### src/rtl/alu_cmp_pkg.sv
// Shared types for the multi-word compare/subtract controller.
package alu_cmp_pkg;

  typedef enum logic [1:0] {
    IDLE,
    RUN,
    DONE
  } cmp_state_t;

  typedef struct packed {
    logic n;
    logic z;
    logic c;
    logic v;
  } nzcv_t;

  localparam int unsigned WORD_W_DEF = 32;

endpackage

### src/rtl/sub_slice.sv
// One WORD_W-bit subtract slice: {cout, s} = a + ~b + cin.
module sub_slice #(
  parameter int unsigned WORD_W = 32
) (
  input  logic [WORD_W-1:0] a,
  input  logic [WORD_W-1:0] b,
  input  logic              cin,
  output logic [WORD_W-1:0] s,
  output logic              cout
);

  assign {cout, s} = {1'b0, a} + {1'b0, ~b} + {{WORD_W{1'b0}}, cin};

endmodule

### src/rtl/cmp_seq_ctrl.sv
// Sequences one subtract slice over WORDS words (LSW first) to produce A-B
// with NZCV flags; valid/ready handshakes on both request and result sides.
module cmp_seq_ctrl
  import alu_cmp_pkg::*;
#(
  parameter int unsigned WORD_W = WORD_W_DEF,
  parameter int unsigned WORDS  = 2
) (
  input  logic                    i_clk,
  input  logic                    i_rst_n,
  input  logic                    i_valid,
  output logic                    o_ready,
  input  logic [WORD_W*WORDS-1:0] i_op_a,
  input  logic [WORD_W*WORDS-1:0] i_op_b,
  input  logic                    i_c_in,
  output logic                    o_valid,
  input  logic                    i_ready,
  output logic [WORD_W*WORDS-1:0] o_diff,
  output logic                    o_n,
  output logic                    o_z,
  output logic                    o_c,
  output logic                    o_v
);

  localparam int unsigned OP_W  = WORD_W * WORDS;
  localparam int unsigned IDX_W = (WORDS > 1) ? $clog2(WORDS) : 1;
  localparam logic [IDX_W-1:0] LAST = IDX_W'(WORDS - 1);

  cmp_state_t        state;
  logic [OP_W-1:0]   a_q;
  logic [OP_W-1:0]   b_q;
  logic [OP_W-1:0]   diff_q;
  logic              carry;
  logic              zacc;
  logic              valid_q;
  logic [IDX_W-1:0]  idx;
  nzcv_t             flags;

  logic [WORD_W-1:0] a_w;
  logic [WORD_W-1:0] b_w;
  logic [WORD_W-1:0] s;
  logic              cout;

  // Word select for the shared slice, driven by the current word index.
  always_comb begin
    a_w = '0;
    b_w = '0;
    for (int unsigned w = 0; w < WORDS; w++) begin
      if (idx == IDX_W'(w)) begin
        a_w = a_q[w*WORD_W +: WORD_W];
        b_w = b_q[w*WORD_W +: WORD_W];
      end
    end
  end

  sub_slice #(
    .WORD_W(WORD_W)
  ) u_slice (
    .a   (a_w),
    .b   (b_w),
    .cin (carry),
    .s   (s),
    .cout(cout)
  );

  always_ff @(posedge i_clk or negedge i_rst_n) begin
    if (!i_rst_n) begin
      state   <= IDLE;
      a_q     <= '0;
      b_q     <= '0;
      diff_q  <= '0;
      carry   <= 1'b0;
      zacc    <= 1'b0;
      valid_q <= 1'b0;
      idx     <= '0;
      flags   <= '0;
    end else begin
      case (state)
        IDLE: begin
          if (i_valid) begin
            a_q   <= i_op_a;
            b_q   <= i_op_b;
            carry <= i_c_in;
            idx   <= '0;
            zacc  <= 1'b1;
            state <= RUN;
          end
        end
        RUN: begin
          for (int unsigned w = 0; w < WORDS; w++) begin
            if (idx == IDX_W'(w)) diff_q[w*WORD_W +: WORD_W] <= s;
          end
          carry <= cout;
          zacc  <= zacc & (s == '0);
          if (idx == LAST) begin
            // Overflow uses operand MSBs of the top word and the final slice sum.
            flags.n <= s[WORD_W-1];
            flags.z <= zacc & (s == '0);
            flags.c <= cout;
            flags.v <= (a_q[OP_W-1] ^ b_q[OP_W-1]) & (a_q[OP_W-1] ^ s[WORD_W-1]);
            valid_q <= 1'b1;
            state   <= DONE;
          end else begin
            idx <= idx + IDX_W'(1);
          end
        end
        DONE: begin
          if (i_ready) begin
            valid_q <= 1'b0;
            state   <= IDLE;
          end
        end
        default: state <= IDLE;
      endcase
    end
  end

  assign o_ready = (state == IDLE);
  assign o_valid = valid_q;
  assign o_diff  = diff_q;
  assign o_n     = flags.n;
  assign o_z     = flags.z;
  assign o_c     = flags.c;
  assign o_v     = flags.v;

endmodule
### config.mk
export PLATFORM = sky130hd
export DESIGN_NAME = cmp_seq_ctrl
export DESIGN_NICKNAME = d
export VERILOG_FILES = /design/src/rtl/alu_cmp_pkg.sv /design/src/rtl/sub_slice.sv /design/src/rtl/cmp_seq_ctrl.sv
export SDC_FILE = /design/constraint.sdc
export NUM_CORES = 1
export LEC_CHECK = 0
export ABC_CLOCK_PERIOD_IN_PS = 3700
export BUFFER_PORTS_ARGS = -buffer_cell sky130_fd_sc_hd__buf_2
export CORE_MARGIN = 5
export CORE_UTILIZATION = 50
export CTS_BUF_LIST = sky130_fd_sc_hd__clkbuf_16
export DETAILED_ROUTE_END_ITERATION = 16
export PLACE_DENSITY = 0.88
export SYNTH_ARGS = -nofsm -noshare
export SYNTH_HDL_FRONTEND = slang
export SYNTH_SLANG_ARGS = --single-unit
### constraint.sdc
create_clock -name i_clk -period 3.7 [get_ports i_clk]
set_input_delay 0.74 -clock i_clk [delete_from_list [all_inputs] [get_ports i_clk]]
set_output_delay 0.74 -clock i_clk [all_outputs]
set_load 0.03 [all_outputs]
==> results.toml <==
[cts]
clk_path_buf_depth = 3
clk_transition_reported_paths_ns = 0.06
cts_buffers = 22
clock_sinks = 201
clk-insertion-delay-late_ns = 0.50
cts_tree = "built"
cts_root_buffer = "clkbuf_16"
cts-htree-levels = 1

[setup_path]
start_kind = "register"
crit_path_end_kind = "register"
worstReg2RegEnd = "o_z$_DFFE_PN0P_"
required_ns = 4.13
path_class = "reg -> reg"
crit_fanout = 5
r2r_cells = 13
max_stage_delay_ns = 0.49
worstReg2RegStart = "idx$_DFFE_PN0P_"
worst_ep_arrival_time_ns = 4.03
cp_common_cell = "fa_1"
cpMaxStageDelayCell = "dfrtp_4"
r2r_setup_slack_ns = 0.1
path_cells = "mux2_2 -> fa_1 -> fa_1 -> nand2b_4 -> a21o_1 -> a21oi_2 -> o21ai_1 -> a211o_1 -> and2_1 -> a311oi_2 -> buf_4 -> nand4_1 -> nand2_1"

[die]
dieArea_um2 = 23900
initial_core_util = 0.503
core-area_um2 = 20800
io_pins = 203
rows = 53
dieWidth_um = 155
die_y_um = 155

[synth]
async_flop_share = 1.00
ys_types = 66
syn_nets = 1132
synth-main-ff-cell = "dfrtp_1"
synth_edf_count = 0
avgSynthCellArea_um2 = 10.8
ys_seq_area_frac = 0.480
syn_inst = 966
synth_warnings = 0
syn_area_um2 = 10500
synth.most_common_cell = "dfrtp_1"
ys_seq_elements = 201
yosysTopAreaCellShare = 0.480
yosys.area.top_type = "dfrtp_1"
synth_area_leaders = "dfrtp_1 (48%), mux2_2 (18%), nand2_1 (4.4%), o21ai_0 (3.7%), ha_1 (3.7%)"
synthTopCellsByCount = "dfrtp_1 (201), mux2_2 (164), nand2_1 (122), o21ai_0 (78), clkbuf_1 (45)"

[routing]
routed_wl_um = 27300
drt-vias-per-instance = 5.60
antenna_left = 0
drtIter0Drc = 447
route.detailed.wl_per_inst_um = 18.4
first_pass_iters = 6
drc_errors = 0
vias = 8327

[layout]
nets = 1364
syn2layout_area_growth_pct = 24.5
stdcell_area_um2 = 13000
antennaDiodeCount = 0
drive_gt1_frac = 0.419

[timing]
worst_pin_slew_ns = 1.01
period_needed_ns = 3.60
max_slew_margin = 0.324
whs_ns = 0.273
fin_crit_sh = 0.973
finalMaxSlewViolations = 0
max_freq_ghz = 0.278
setup_ws_ns = 0.100
fin_worst_skew_ns = 0.00859
rsz0062_at_grt = "true"
setup_viol = 0
setup_tns_ns = 0
hold_violations = 0

[status]
outcome = "finished clean"

[place]
io_buffers = 202
place_area_um2 = 12100
pre_cts_slack_ns = 0.0296
place_hpwl_um = 20300
place_congestion = 0.953

[global_route]
grt_pass1_wl_um = 43100
overflow = 0
grt_pass1_vias = 8409
grt_max_degree = 93
antenna_found_initial = 1
grtUsageTotal = 0.218

[run]
cap_violations = 0

[min_path]
min_path_type = "in -> async"
## layout make-up
cell class | instances | area, um2
Clock buffer | 23 | 576
Sequential cell | 201 | 5030
Multi-Input combinational cell | 695 | 5300
Timing Repair Buffer | 263 | 1550
Clock inverter | 14 | 171
Fill cell | 1641 | 7790
Tap cell | 275 | 344
Inverter | 15 | 56.3
## how the worst max path moves through the flow
stage                             endpoint  slack [ns]       startpoint
final                      o_z$_DFFE_PN0P_         0.1  idx$_DFFE_PN0P_
after global routing      zacc$_DFFE_PN0P_       -0.02  idx$_DFFE_PN0P_
after CTS                  o_z$_DFFE_PN0P_        0.02  idx$_DFFE_PN0P_
after detailed placement  zacc$_DFFE_PN0P_        0.03  idx$_DFFE_PN0P_
after global placement    zacc$_DFFE_PN0P_        0.11  idx$_DFFE_PN0P_
after floorplan            o_z$_DFFE_PN0P_        0.11  idx$_DFFE_PN0P_
## through the flow
step	cells	util
2_1_floorplan	966	-
3_3_place_gp	1444	0.580
3_5_place_dp	1444	0.580
4_1_cts	1481	0.617
5_1_grt	1486	0.626
6_report	1486	0.626
## logic make-up after synthesis
group / after synthesis / synth area share
XOR/XNOR: 12 / 0.0100
flip-flops: 201 / 0.480
buffers and inverters: 70 / 0.0268
adder cells (fa/ha/maj): 33 / 0.0409
multiplexers: 200 / 0.211
AND/OR/NAND/NOR: 237 / 0.103
AO/OA/AOI/OAI: 213 / 0.128
## per-layer routing
metal  up-vias  wire, um  global-route usage
met3        52      2080              0.0406
li1       3947         -                   -
met2       314     12700               0.355
met1      4012     12000               0.311
met4         2       524              0.0416
met5         -        13                   0
## registers in the layout, summed over array words and instances (netlist names)
name / count
o_v: 1
idx: 1
zacc: 1
o_diff: 64
o_z: 1
o_c: 1
b_q: 64
state: 2
carry: 1
a_q: 64
o_valid: 1
## what timing repair did
action                     4_1_cts  5_1_grt
resized for setup                1       28
cloned                           0        1
hold buffers                     0        0
setup endpoints to repair        1        7
setup buffers                    0        4
pin swaps                        0        7
## worst max-delay path: cells and delay by family, from the launching register on
kind | cells | cell delay, ns
simple gates | 4 | 0.56
mux | 1 | 0.36
fa+ha+maj | 2 | 0.84
compound gates | 5 | 1.11
flops | 1 | 0.49
buf+inv | 1 | 0.17
## cell usage in the layout, fill, tap and decap left out, drive strengths merged, types with 6 or more instances in the layout
| cell | netlist | routed |
|---|---|---|
| nand4 | 8 | 8 |
| nor3 | 11 | 11 |
| nand2 | 123 | 123 |
| o21a | 9 | 9 |
| a31oi | 8 | 8 |
| nand2b | 6 | 6 |
| clkbuf | 45 | 25 |
| o21ai | 91 | 91 |
| mux2i | 36 | 36 |
| nor2 | 38 | 38 |
| clkinv | 0 | 8 |
| a211oi | 7 | 7 |
| xnor2 | 6 | 6 |
| inv | 15 | 16 |
| or3 | 7 | 7 |
| o211ai | 11 | 11 |
| dfrtp | 201 | 201 |
| a21o | 9 | 9 |
| a21oi | 46 | 46 |
| buf | 10 | 261 |
| xor2 | 6 | 6 |
| ha | 31 | 31 |
| or2 | 9 | 9 |
| mux2 | 164 | 164 |
| nand3 | 15 | 15 |
Power is not shown: default switching activity piles up to over one toggle a cycle in this logic, so the estimate is an artifact.
